### config.mk
export PLATFORM = sky130hd
export DESIGN_NAME = fifo_write_arbiter
export DESIGN_NICKNAME = d
export VERILOG_FILES = /design/src/rtl/fifo_write_arbiter.sv
export SDC_FILE = /design/constraint.sdc
export NUM_CORES = 1
export LEC_CHECK = 0
export ABC_AREA = 1
export CELL_PAD_IN_SITES_DETAIL_PLACEMENT = 1
export CELL_PAD_IN_SITES_GLOBAL_PLACEMENT = 2
export CORE_ASPECT_RATIO = 0.6
export CORE_MARGIN = 5
export CORE_UTILIZATION = 23
export DETAILED_ROUTE_END_ITERATION = 16
export PLACE_DENSITY = 0.79
export SETUP_SLACK_MARGIN = 0.5
export SLEW_MARGIN = 15
export SYNTH_ARGS = -nofsm -noshare
export SYNTH_HDL_FRONTEND = slang
export SYNTH_SLANG_ARGS = --single-unit
### constraint.sdc
create_clock -name clk_s -period 4.2 [get_ports clk_s]
set_input_delay 0.63 -clock clk_s [delete_from_list [all_inputs] [get_ports clk_s]]
set_output_delay 0.63 -clock clk_s [all_outputs]
set_load 0.01 [all_outputs]
### src/rtl/fifo_write_arbiter.sv
// fifo_write_arbiter
//   Two-requester write arbiter in front of an async FIFO source controller.
//   Grants one requester at a time, limits each owner to MAX_BURST
//   back-to-back bytes while the other waits, and throttles writes so that
//   FIFO occupancy plus the write already in flight stays below THRESH.
//
// Ports
//   clk_s            source-domain clock, rising edge
//   reset            synchronous, active-high
//   reqN_valid/data  requester N offers a byte
//   reqN_ready       requester N byte accepted this cycle (combinational)
//   fifo_wr_ptr      FIFO write pointer (3 bits)
//   fifo_rd_ptr      FIFO read pointer, already in clk_s domain
//   write_signal     registered write strobe to the FIFO controller
//   din              registered write data
//   grant            one-hot owner: 01 = req0, 10 = req1, 00 = none
//   fifo_full_stall  owner has data but occupancy blocks it
module fifo_write_arbiter #(
  parameter int THRESH    = 6,
  parameter int MAX_BURST = 4
) (
  input  logic       clk_s,
  input  logic       reset,
  input  logic       req0_valid,
  input  logic [7:0] req0_data,
  output logic       req0_ready,
  input  logic       req1_valid,
  input  logic [7:0] req1_data,
  output logic       req1_ready,
  input  logic [2:0] fifo_wr_ptr,
  input  logic [2:0] fifo_rd_ptr,
  output logic       write_signal,
  output logic [7:0] din,
  output logic [1:0] grant,
  output logic       fifo_full_stall
);

  typedef enum logic [1:0] {IDLE = 2'd0, OWN0 = 2'd1, OWN1 = 2'd2} state_t;

  typedef struct packed {
    logic       vld;
    logic [7:0] data;
  } req_t;

  localparam logic [3:0] THRESH_W = 4'(THRESH);
  localparam logic [3:0] BURST_W  = 4'(MAX_BURST);

  state_t      state, state_nxt;
  logic [3:0]  burst_cnt, burst_cnt_nxt;
  logic        last_owner, last_owner_nxt;

  req_t [1:0]  req;
  logic [1:0]  req_vld;
  logic [1:0]  xfer;
  logic [2:0]  occ;
  logic [3:0]  occ_w;
  logic        space_ok;
  logic        owner;
  logic        own_vld, oth_vld;
  logic        burst_hit;
  state_t      oth_state;

  assign req[0] = '{vld: req0_valid, data: req0_data};
  assign req[1] = '{vld: req1_valid, data: req1_data};
  assign req_vld = {req[1].vld, req[0].vld};

  // 3-bit subtraction wraps mod 8; widen before adding the in-flight write
  // so 7 + 1 does not alias back to 0.
  assign occ      = fifo_wr_ptr - fifo_rd_ptr;
  assign occ_w    = {1'b0, occ} + {3'b000, write_signal};
  assign space_ok = occ_w < THRESH_W;

  assign grant      = {state == OWN1, state == OWN0};
  assign req0_ready = grant[0] & space_ok;
  assign req1_ready = grant[1] & space_ok;
  assign xfer       = req_vld & {req1_ready, req0_ready};

  // Owner index is only meaningful in OWN0/OWN1; IDLE never reads it.
  assign owner     = (state == OWN1);
  assign own_vld   = req_vld[owner];
  assign oth_vld   = req_vld[~owner];
  assign oth_state = owner ? OWN0 : OWN1;
  assign burst_hit = (|xfer) && ((burst_cnt + 4'd1) == BURST_W);

  assign fifo_full_stall = (|grant) & own_vld & ~space_ok;

  always_comb begin
    state_nxt      = state;
    last_owner_nxt = last_owner;
    burst_cnt_nxt  = burst_cnt + {3'b000, |xfer};
    case (state)
      IDLE: begin
        // last_owner == 1 means req1 went last, so req0 wins the tie
        if (&req_vld)        state_nxt = last_owner ? OWN0 : OWN1;
        else if (req_vld[0]) state_nxt = OWN0;
        else if (req_vld[1]) state_nxt = OWN1;
      end
      OWN0, OWN1: begin
        // Owner dropping valid takes precedence over a burst-limit hit;
        // without valid there is no transfer, so the limit cannot fire anyway.
        if (!own_vld) begin
          state_nxt      = oth_vld ? oth_state : IDLE;
          last_owner_nxt = owner;
        end else if (burst_hit) begin
          burst_cnt_nxt = '0;
          if (oth_vld) begin
            state_nxt      = oth_state;
            last_owner_nxt = owner;
          end
        end
      end
      default: state_nxt = IDLE;
    endcase
    if (state_nxt != state) burst_cnt_nxt = '0;
  end

  always_ff @(posedge clk_s) begin
    if (reset) begin
      state        <= IDLE;
      burst_cnt    <= '0;
      last_owner   <= 1'b1;
      write_signal <= 1'b0;
      din          <= 8'h00;
    end else begin
      state        <= state_nxt;
      burst_cnt    <= burst_cnt_nxt;
      last_owner   <= last_owner_nxt;
      write_signal <= |xfer;
      if (xfer[0])      din <= req[0].data;
      else if (xfer[1]) din <= req[1].data;
    end
  end

endmodule

==> results of run 1 <==
-- worst max path at each step --
stage / cells past startpoint / from / slack (ns) / to
2_1_floorplan: 15 / fifo_wr_ptr[0] / 1.11 / burst_cnt[2]$_SDFF_PP0_
3_3_place_gp: 21 / fifo_wr_ptr[0] / 0.39 / burst_cnt[2]$_SDFF_PP0_
4_1_cts: 23 / fifo_wr_ptr[0] / 0.59 / burst_cnt[0]$_SDFF_PP0_
3_5_place_dp: 23 / fifo_wr_ptr[0] / 0.35 / burst_cnt[2]$_SDFF_PP0_
5_1_grt: 11 / fifo_wr_ptr[0] / 0.51 / fifo_full_stall
6_report: 11 / fifo_wr_ptr[0] / 0.64 / fifo_full_stall
-- layer usage --
layer / part of all wire [%] / vias to the layer above
met1: 55 / 494
met5: 0 / -
met3: 7.5 / 0
li1: - / 608
met2: 37 / 25
met4: 0 / 0
-- power breakdown --
part           switching [mW]  internal, mW  total, mW
Combinational           0.130         0.107      0.237
Sequential             0.0134         0.171      0.185
Clock                  0.0555        0.0832      0.139
-- synth_stat cells --
master,count
sky130_fd_sc_hd__o21ai_0,11
sky130_fd_sc_hd__xnor2_1,1
sky130_fd_sc_hd__ha_1,8
sky130_fd_sc_hd__a21oi_1,7
sky130_fd_sc_hd__o41ai_1,1
sky130_fd_sc_hd__nand4_4,1
sky130_fd_sc_hd__buf_4,1
sky130_fd_sc_hd__inv_2,3
sky130_fd_sc_hd__xor2_1,1
sky130_fd_sc_hd__clkbuf_1,1
sky130_fd_sc_hd__nand3_2,2
sky130_fd_sc_hd__nand2_2,7
sky130_fd_sc_hd__dfxtp_1,16
sky130_fd_sc_hd__o211ai_1,1
sky130_fd_sc_hd__nand2_1,38
sky130_fd_sc_hd__nor2_1,17
sky130_fd_sc_hd__nand2_4,2
sky130_fd_sc_hd__inv_1,26
sky130_fd_sc_hd__a21boi_0,1
sky130_fd_sc_hd__a31oi_1,6
sky130_fd_sc_hd__nand3_1,7
sky130_fd_sc_hd__nor3_1,1
sky130_fd_sc_hd__o21ai_1,2
sky130_fd_sc_hd__fa_1,1
sky130_fd_sc_hd__nand4_2,1
-- sequential cells by signal, indices dropped and copies added, names as in the netlist --
signal,flops
din,8
burst_cnt,4
state,2
last_owner,1
write_signal,1
-- critical path, stage by stage --
cell and delay [ns]:
sky130_fd_sc_hd__clkdlybuf4s50_1 0.45, sky130_fd_sc_hd__inv_1 0.04, sky130_fd_sc_hd__ha_1 0.20, sky130_fd_sc_hd__fa_1 0.49, sky130_fd_sc_hd__inv_2 0.04, sky130_fd_sc_hd__ha_1 0.28
sky130_fd_sc_hd__nand2_1 0.05, sky130_fd_sc_hd__nand2_1 0.09, sky130_fd_sc_hd__nand3_2 0.16, sky130_fd_sc_hd__a21boi_0 0.20, sky130_fd_sc_hd__dlygate4sd2_1 0.29
-- repair_timing --
action,4_1_cts,5_1_grt
endpoints found under the setup margin,3,4
hold endpoints to repair,0,0
pin swaps,0,2
gates resized for setup,3,2
setup buffers,0,3
-- cell type report --
cell class / count / area (µm²)
flip-flops and latches: 16 / 320
inverters: 29 / 109
repair buffers: 42 / 409
clock buffers: 4 / 55.1
multi-input cells: 116 / 683
well taps: 63 / 78.8
fillers: 581 / 2960
-- metrics by stage --
stage / instance area (µm²) / hold WS [ns] / util (%) / total power, mW / instances
after floorplan: 1110 / 0.442 / - / 0.320 / 163
after global placement: 1560 / 0.481 / 33.9 / 0.419 / 263
after detailed placement: 1560 / 0.470 / 33.9 / 0.420 / 263
after CTS: 1620 / 0.487 / 35.0 / 0.560 / 267
after global routing: 1660 / 0.513 / 35.9 / 0.609 / 270
final: 1660 / 0.480 / 35.9 / 0.560 / 270
-- kinds of logic (layout without fill, tap and decap cells) --
kind of cell / after synthesis / count (layout) / synth area share [%]
simple gates: 76 / 76 / 33.1
buf+inv: 31 / 75 / 10.9
compound gates: 29 / 29 / 14.6
flops: 16 / 16 / 29.0
fa+ha+maj: 9 / 9 / 10.9
xor+xnor: 2 / 2 / 1.58
==> flow_summary.json, run 1 <==
{
  "worst_r2r_path_cells": 20,
  "timing.critical_path.required_ns": 3.57,
  "ratio_of_cells_with_drive_above_1_in_the_final_layout_pct": 11.1,
  "dieHeight_um": 63.7,
  "post_synthesis_net_count": 198,
  "routed_wire_length_per_instance_um": 12.3,
  "cp_max_fo": 4,
  "floorplan.die_area_mm2": 0.00634,
  "drtPass1Iterations": 4,
  "period_minus_slack_ns": 3.56,
  "groute.usage.overall_pct": 11.1,
  "worst-setup-path-type": "input port to output pin",
  "finalWeightedCongestion": 0.722,
  "clkTransAtPathRegs_ns": 0.07,
  "syn_area_mm2": 0.00111,
  "clock_sink_count": 16,
  "global_route.usage.met3_pct": 4.85,
  "grt_pass1_wl_um": 5730,
  "setup_viol": 0,
  "rows": 19,
  "power_density_mw_per_mm2": 338,
  "final_cell_mix": "38 x sky130_fd_sc_hd__nand2_1, 36 x sky130_fd_sc_hd__clkdlybuf4s50_1, 26 x sky130_fd_sc_hd__inv_1",
  "hold_path_endpoint": "last_owner$_SDFFE_PP1P_",
  "status": "completed",
  "finalMaxSlewViolations": 0,
  "netlist.top_cell.by_area": "sky130_fd_sc_hd__dfxtp_1",
  "congestion_overflow_gr": 0,
  "max-cap-violations": 0,
  "achievable-frequency_ghz": 0.281,
  "ant_nets": 0,
  "post_dp_hpwl_um": 2750,
  "rsz_0062_raised_after_global_routing": "false",
  "insertion_delay_ns": 0.25,
  "skew_ns": 0.000936,
  "period_share_pct": 84.7,
  "setup_total_negative_slack_ns": 0,
  "antenna_cells": 0,
  "reg2reg_setup_slack_ns": 1.97,
  "via_count_of_the_first_global_routing_pass": 1196,
  "critPathLaunchType": "input port",
  "number_of_antenna_violations_at_the_first_check_in_global_routing": 0,
  "vias": 1127,
  "design.portCount": 40,
  "number_of_buffers_added_by_the_clock_tree_synthesis_step": 3,
  "synth_cells": 163,
  "syn-mean-instance-area_um2": 6.79,
  "cts_tree": "yes",
  "io_buffers": 39,
  "hold_path.startpoint": "last_owner$_SDFFE_PP1P_",
  "use_met1_pct": 16.9,
  "timing.final.ws_setup_ns": 0.643,
  "clock_tree.buffer_depth": 2,
  "core_region_area_mm2": 0.00461,
  "synthTopCellsByArea": "sky130_fd_sc_hd__dfxtp_1 29%, sky130_fd_sc_hd__nand2_1 13%, sky130_fd_sc_hd__ha_1 9.0%, sky130_fd_sc_hd__inv_1 8.8%, sky130_fd_sc_hd__nor2_1 5.8%",
  "busiest_layer": "met1",
  "final_common_cell": "sky130_fd_sc_hd__nand2_1",
  "totalWireLength_um": 3320,
  "synth_warnings": 0,
  "holdBufCountCts": 0,
  "post-place-ws_ns": 0.348,
  "area_delta_synth_final_pct": 49.7,
  "grt.met2_usage_pct": 14.4,
  "nNetsFinal": 243,
  "yosys.area.top_type_share_pct": 29.0,
  "cts_max_level": 1,
  "drc_errors": 0,
  "routed_via_density": 4.17,
  "whs_path_depth": 2,
  "tightest_slew_ns": 0.386,
  "cts-root-buf": "sky130_fd_sc_hd__clkbuf_8",
  "rr_endpoint": "burst_cnt[0]$_SDFF_PP0_",
  "grt_max_degree": 19,
  "yosysUniqueCellTypes": 25,
  "ys_seq_elements": 16,
  "max-slew-margin-rel_pct": 74.1,
  "power.ir.vdd_worst_mv": 0.130,
  "critPathArrivalTime_ns": 2.93,
  "fp.dieW_um": 99.5,
  "static-leakage-power_nw": 0.760,
  "floorplan.initialDensity_pct": 24.0,
  "finalHoldViolations": 0,
  "drtIter0Drc": 15,
  "critPathCaptureType": "output pin",
  "synth_sequential_area_ratio_pct": 29.0,
  "hold_path.class": "flip-flop to flip-flop",
  "launching_point_of_the_worst_reg2reg_path": "write_signal$_SDFF_PP0_"
}
(Power assumes the default switching activity.)
==> run 2, diff against run 1 <==
- clock period: 4.2 -> 3.7 ns (I/O delays scaled with it)
==> flow_summary.json, run 2 (same netlist as run 1, synthesis figures left out) <==
{
  "design.portCount": 40,
  "tightest_slew_ns": 0.576,
  "rsz_0062_raised_after_global_routing": "false",
  "finalWeightedCongestion": 0.726,
  "post_dp_hpwl_um": 2830,
  "num-fill-cells": 577,
  "skew_ns": 0.00290,
  "static-leakage-power_nw": 0.808,
  "max-slew-margin-rel_pct": 61.3,
  "ratio_of_cells_with_drive_above_1_in_the_final_layout_pct": 21.0,
  "fp.dieW_um": 99.5,
  "fin_util_pct": 37.8,
  "power.ir.vdd_worst_mv": 0.107,
  "cts-root-buf": "sky130_fd_sc_hd__clkbuf_8",
  "clkTransAtPathRegs_ns": 0.06,
  "post-place-cells": 266,
  "number_of_antenna_violations_at_the_first_check_in_global_routing": 0,
  "cp_max_fo": 5,
  "vias": 1184,
  "routed_wire_length_per_instance_um": 13.2,
  "critPathCaptureType": "flip-flop",
  "max-cap-violations": 0,
  "largest_register_ff_count": 8,
  "register_area_um2": 320,
  "cts_tree": "yes",
  "period_share_pct": 79.9,
  "status": "completed",
  "drtPass1Iterations": 4,
  "final_cell_mix": "34 x sky130_fd_sc_hd__nand2_1, 34 x sky130_fd_sc_hd__clkdlybuf4s50_1, 25 x sky130_fd_sc_hd__inv_1",
  "groute.usage.overall_pct": 11.4,
  "via_count_of_the_first_global_routing_pass": 1176,
  "clock_tree.buffer_depth": 2,
  "worst-setup-path-type": "input port to flip-flop",
  "nNetsFinal": 250,
  "timing.critical_path.required_ns": 3.89,
  "critPathLaunchType": "input port",
  "instances_no_fill": 277,
  "multiInputGateArea_um2": 726,
  "dieHeight_um": 63.7,
  "number_of_buffers_added_by_the_clock_tree_synthesis_step": 3,
  "floorplan.initialDensity_pct": 24.0,
  "setup_total_negative_slack_ns": 0,
  "critPathArrivalTime_ns": 3.15,
  "period_minus_slack_ns": 2.96,
  "holdBufCountCts": 0,
  "ant_nets": 0,
  "power_density_mw_per_mm2": 380,
  "totalWireLength_um": 3660,
  "finalHoldViolations": 0,
  "finalMaxSlewViolations": 0,
  "register_with_the_highest_flop_count": "din",
  "reg_top3": "din (8), burst_cnt (4), state (2)",
  "routed_via_density": 4.27,
  "floorplan.die_area_mm2": 0.00634,
  "cts_max_level": 1,
  "hold_path.class": "flip-flop to flip-flop",
  "drtIter0Drc": 26,
  "drc_errors": 0,
  "insertion_delay_ns": 0.25,
  "core_region_area_mm2": 0.00461,
  "achievable-frequency_ghz": 0.338,
  "rows": 19,
  "antenna_cells": 0,
  "congestion_overflow_gr": 0,
  "area_delta_synth_final_pct": 57.7,
  "setup_viol": 0,
  "io_buffers": 39,
  "grt_max_degree": 15,
  "clock_sink_count": 16,
  "grt_pass1_wl_um": 5770
}
-- run 2: changes by cell type in the layout (fill, tap and decap cells not counted), sizes merged --
| cell | previous run | this run |
|---|---|---|
| buf | 3 | 13 |
| dlygate4sd2 | 3 | 0 |
| clkdlybuf4s50 | 36 | 34 |
| dlymetal6s2s | 0 | 2 |
-- run 2: through the flow --
step                      cell area (µm²)  setup WS, ns  total power [mW]  hold slack (ns)
final                                1740         0.743             0.663            0.493
after global routing                 1740         0.620             0.712            0.512
after CTS                            1670         0.428             0.652            0.494
after detailed placement             1590        0.0260             0.482            0.477
after global placement               1590        0.0682             0.482            0.471
after floorplan                      1110         0.690             0.363            0.442
-- run 2: report_power, final --
part / internal (mW) / switching (mW) / total [mW]
combinational: 0.136 / 0.159 / 0.295
sequential: 0.194 / 0.0158 / 0.210
clock: 0.0944 / 0.0633 / 0.158
-- run 2: timing repair --
action,4_1_cts,5_1_grt
setup endpoints to repair,7,9
pin swaps,3,17
gates resized for setup,15,15
setup buffers,3,4
-- run 2: path summary, 6_finish.rpt --
kind / start / to / slack (ns) / cells past startpoint
setup reg to reg: state[0]$_SDFF_PP0_ / burst_cnt[2]$_SDFF_PP0_ / 1.43 / 16
hold / removal: last_owner$_SDFFE_PP1P_ / last_owner$_SDFFE_PP1P_ / 0.49 / 2
setup / recovery: fifo_wr_ptr[1] / burst_cnt[1]$_SDFF_PP0_ / 0.74 / 16
hold reg to reg: last_owner$_SDFFE_PP1P_ / last_owner$_SDFFE_PP1P_ / 0.49 / 2
-- run 2: layout make-up --
type | instances | area share, %
Tap cell | 63 | 4.52
Sequential cell | 16 | 18.4
Clock buffer | 4 | 3.16
Timing Repair Buffer | 49 | 26.1
Multi-Input combinational cell | 116 | 41.6
Inverter | 29 | 6.24
-- run 2: worst max-delay path, stage by stage --
cell and delay [ns]:
sky130_fd_sc_hd__clkdlybuf4s50_1 0.46, sky130_fd_sc_hd__inv_1 0.05, sky130_fd_sc_hd__fa_1 0.49, sky130_fd_sc_hd__inv_2 0.05, sky130_fd_sc_hd__ha_4 0.27, sky130_fd_sc_hd__nand2_2 0.05
sky130_fd_sc_hd__nand2_2 0.08, sky130_fd_sc_hd__nand3_4 0.11, sky130_fd_sc_hd__nand4_4 0.11, sky130_fd_sc_hd__nand2_4 0.08, sky130_fd_sc_hd__buf_4 0.14, sky130_fd_sc_hd__buf_4 0.12
sky130_fd_sc_hd__ha_2 0.17, sky130_fd_sc_hd__ha_2 0.31, sky130_fd_sc_hd__inv_1 0.04, sky130_fd_sc_hd__nor2_2 0.08
-- run 2: layer usage --
| layer | vias up | GRT usage, % | part of all wire [%] |
|---|---|---|---|
| li1 | 623 | - | - |
| met1 | 528 | 16.4 | 55 |
| met2 | 29 | 14.5 | 38 |
| met3 | 4 | 6.06 | 6.8 |
| met4 | 0 | 2.39 | 0.60 |
| met5 | - | 0 | 0 |
==> run 3, diff against run 2 <==
- CORE_UTILIZATION: 23 -> 20
- PLACE_DENSITY: 0.79 -> 0.73
- clock period: 3.7 -> 2.4 ns (I/O delays scaled with it)
==> flow_summary.json, run 3 (same netlist as run 1, synthesis figures left out) <==
{
  "status": "finished, violations left",
  "violated_checks": "negative setup slack",
  "detailed_place.area_mm2": 0.00178,
  "period_share_pct": 106,
  "routed_wire_length_per_instance_um": 12.5,
  "io_buffers": 39,
  "register_with_the_highest_flop_count": "din",
  "post-place-ws_ns": -0.947,
  "finalHoldViolations": 0,
  "finalMaxSlewViolations": 0,
  "instances_no_fill": 298,
  "clkTransAtPathRegs_ns": 0.07,
  "cts-root-buf": "sky130_fd_sc_hd__clkbuf_8",
  "rows": 21,
  "clock_sink_count": 16,
  "multiInputGateArea_um2": 800,
  "grt_max_degree": 16,
  "antenna_cells": 0,
  "floorplan.die_area_mm2": 0.00717,
  "area_delta_synth_final_pct": 78.4,
  "timing.hold.ws_ns": 0.493,
  "cp_max_fo": 3,
  "drtPass1Iterations": 4,
  "number_of_antenna_violations_at_the_first_check_in_global_routing": 0,
  "hold_path.class": "flip-flop to flip-flop",
  "drtIter0Drc": 19,
  "via_count_of_the_first_global_routing_pass": 1308,
  "tightest_slew_ns": 0.539,
  "max-slew-margin-rel_pct": 63.8,
  "busiest_layer": "met1",
  "drc_errors": 0,
  "nNetsFinal": 265,
  "ratio_of_cells_with_drive_above_1_in_the_final_layout_pct": 34.5,
  "insertion_delay_ns": 0.25,
  "holdBufCountCts": 0,
  "fin_util_pct": 36.1,
  "setup_total_negative_slack_ns": -0.579,
  "achievable-frequency_ghz": 0.393,
  "vias": 1218,
  "timing.critical_path.required_ns": 2.04,
  "fp.dieW_um": 106,
  "critPathCaptureType": "output pin",
  "static-leakage-power_nw": 0.897,
  "core_region_area_mm2": 0.00547,
  "routed_via_density": 4.09,
  "finalWeightedCongestion": 0.737,
  "groute.usage.overall_pct": 11.3,
  "largest_register_ff_count": 8,
  "post-place-cells": 287,
  "final_area_mm2": 0.00197,
  "floorplan.initialDensity_pct": 20.2,
  "post_dp_hpwl_um": 3030,
  "num-fill-cells": 675,
  "power.ir.vdd_worst_mv": 0.160,
  "final_cell_mix": "30 x sky130_fd_sc_hd__clkdlybuf4s50_1, 27 x sky130_fd_sc_hd__nand2_1, 22 x sky130_fd_sc_hd__inv_1",
  "max-cap-violations": 0,
  "critPathLaunchType": "input port",
  "use_met1_pct": 16.0,
  "register_area_um2": 322,
  "clock_tree.buffer_depth": 2,
  "global_route.usage.met3_pct": 4.87,
  "design.portCount": 40,
  "critPathArrivalTime_ns": 2.18,
  "cts_max_level": 1,
  "ant_nets": 0,
  "worst-setup-path-type": "input port to output pin",
  "post-layout-total-power_mw": 1.11,
  "final_common_cell": "sky130_fd_sc_hd__clkdlybuf4s50_1",
  "power_density_mw_per_mm2": 562,
  "cts_tree": "yes",
  "dieHeight_um": 67.6,
  "reg_top3": "din (8), burst_cnt (4), state (2)",
  "rsz_0062_raised_after_global_routing": "true",
  "grt.met2_usage_pct": 15.9,
  "number_of_buffers_added_by_the_clock_tree_synthesis_step": 3,
  "congestion_overflow_gr": 0,
  "period_minus_slack_ns": 2.54,
  "setup_viol": 9,
  "totalWireLength_um": 3720,
  "skew_ns": 0.00185,
  "timing.final.ws_setup_ns": -0.143,
  "grt_pass1_wl_um": 6340
}
-- run 3: changes by cell type in the layout (fill, tap and decap cells not counted), sizes merged --
| cell | before | now |
|---|---|---|
| clkdlybuf4s50 | 34 | 30 |
| buf | 13 | 30 |
| clkdlybuf4s15 | 0 | 1 |
| dlymetal6s2s | 2 | 1 |
| dlygate4sd2 | 0 | 2 |
-- run 3: final cells by class --
| cell class | count | area share (%) |
|---|---|---|
| clock buffer | 4 | 2.79 |
| inverter | 29 | 6.02 |
| multi-input combinational | 116 | 40.5 |
| sequential | 16 | 16.3 |
| timing repair buffer | 64 | 30.0 |
| tap | 69 | 4.38 |
-- run 3: critical path, cell delays in order --
cell and delay (ns):
sky130_fd_sc_hd__buf_8 0.08, sky130_fd_sc_hd__inv_8 0.03, sky130_fd_sc_hd__ha_4 0.14, sky130_fd_sc_hd__fa_1 0.51, sky130_fd_sc_hd__inv_2 0.05, sky130_fd_sc_hd__ha_4 0.26
sky130_fd_sc_hd__nand2_2 0.05, sky130_fd_sc_hd__nand2_2 0.08, sky130_fd_sc_hd__nand3_4 0.10, sky130_fd_sc_hd__buf_4 0.16, sky130_fd_sc_hd__buf_4 0.13, sky130_fd_sc_hd__nand2_4 0.06
sky130_fd_sc_hd__nor2_2 0.03, sky130_fd_sc_hd__buf_2 0.13
-- run 3: metal layers --
| layer | part of all wire [%] | up-vias |
|---|---|---|
| met5 | 0 | - |
| li1 | - | 652 |
| met1 | 53 | 529 |
| met2 | 38 | 32 |
| met4 | 0.81 | 0 |
| met3 | 8.1 | 5 |
-- run 3: where the power goes --
group          leakage, nW  switching [mW]  total, mW  internal [mW]
combinational        0.738           0.271      0.542          0.270
clock               0.0288           0.100      0.246          0.146
sequential           0.131          0.0212      0.322          0.300
total                0.897           0.393       1.11          0.716
-- run 3: worst paths after layout --
check | from | to | slack, ns | depth (start not counted)
setup / recovery | fifo_wr_ptr[0] | req0_ready | -0.14 | 14
hold / removal | din[1]$_SDFFE_PP0N_ | din[1]$_SDFFE_PP0N_ | 0.49 | 2
setup reg to reg | write_signal$_SDFF_PP0_ | burst_cnt[1]$_SDFF_PP0_ | 0.25 | 20
hold reg to reg | din[1]$_SDFFE_PP0N_ | din[1]$_SDFFE_PP0N_ | 0.49 | 2
-- run 3: repair_timing --
action,4_1_cts,5_1_grt
gates resized for setup,52,9
endpoints found under the setup margin,21,20
setup buffers,3,4
pin swaps,20,18
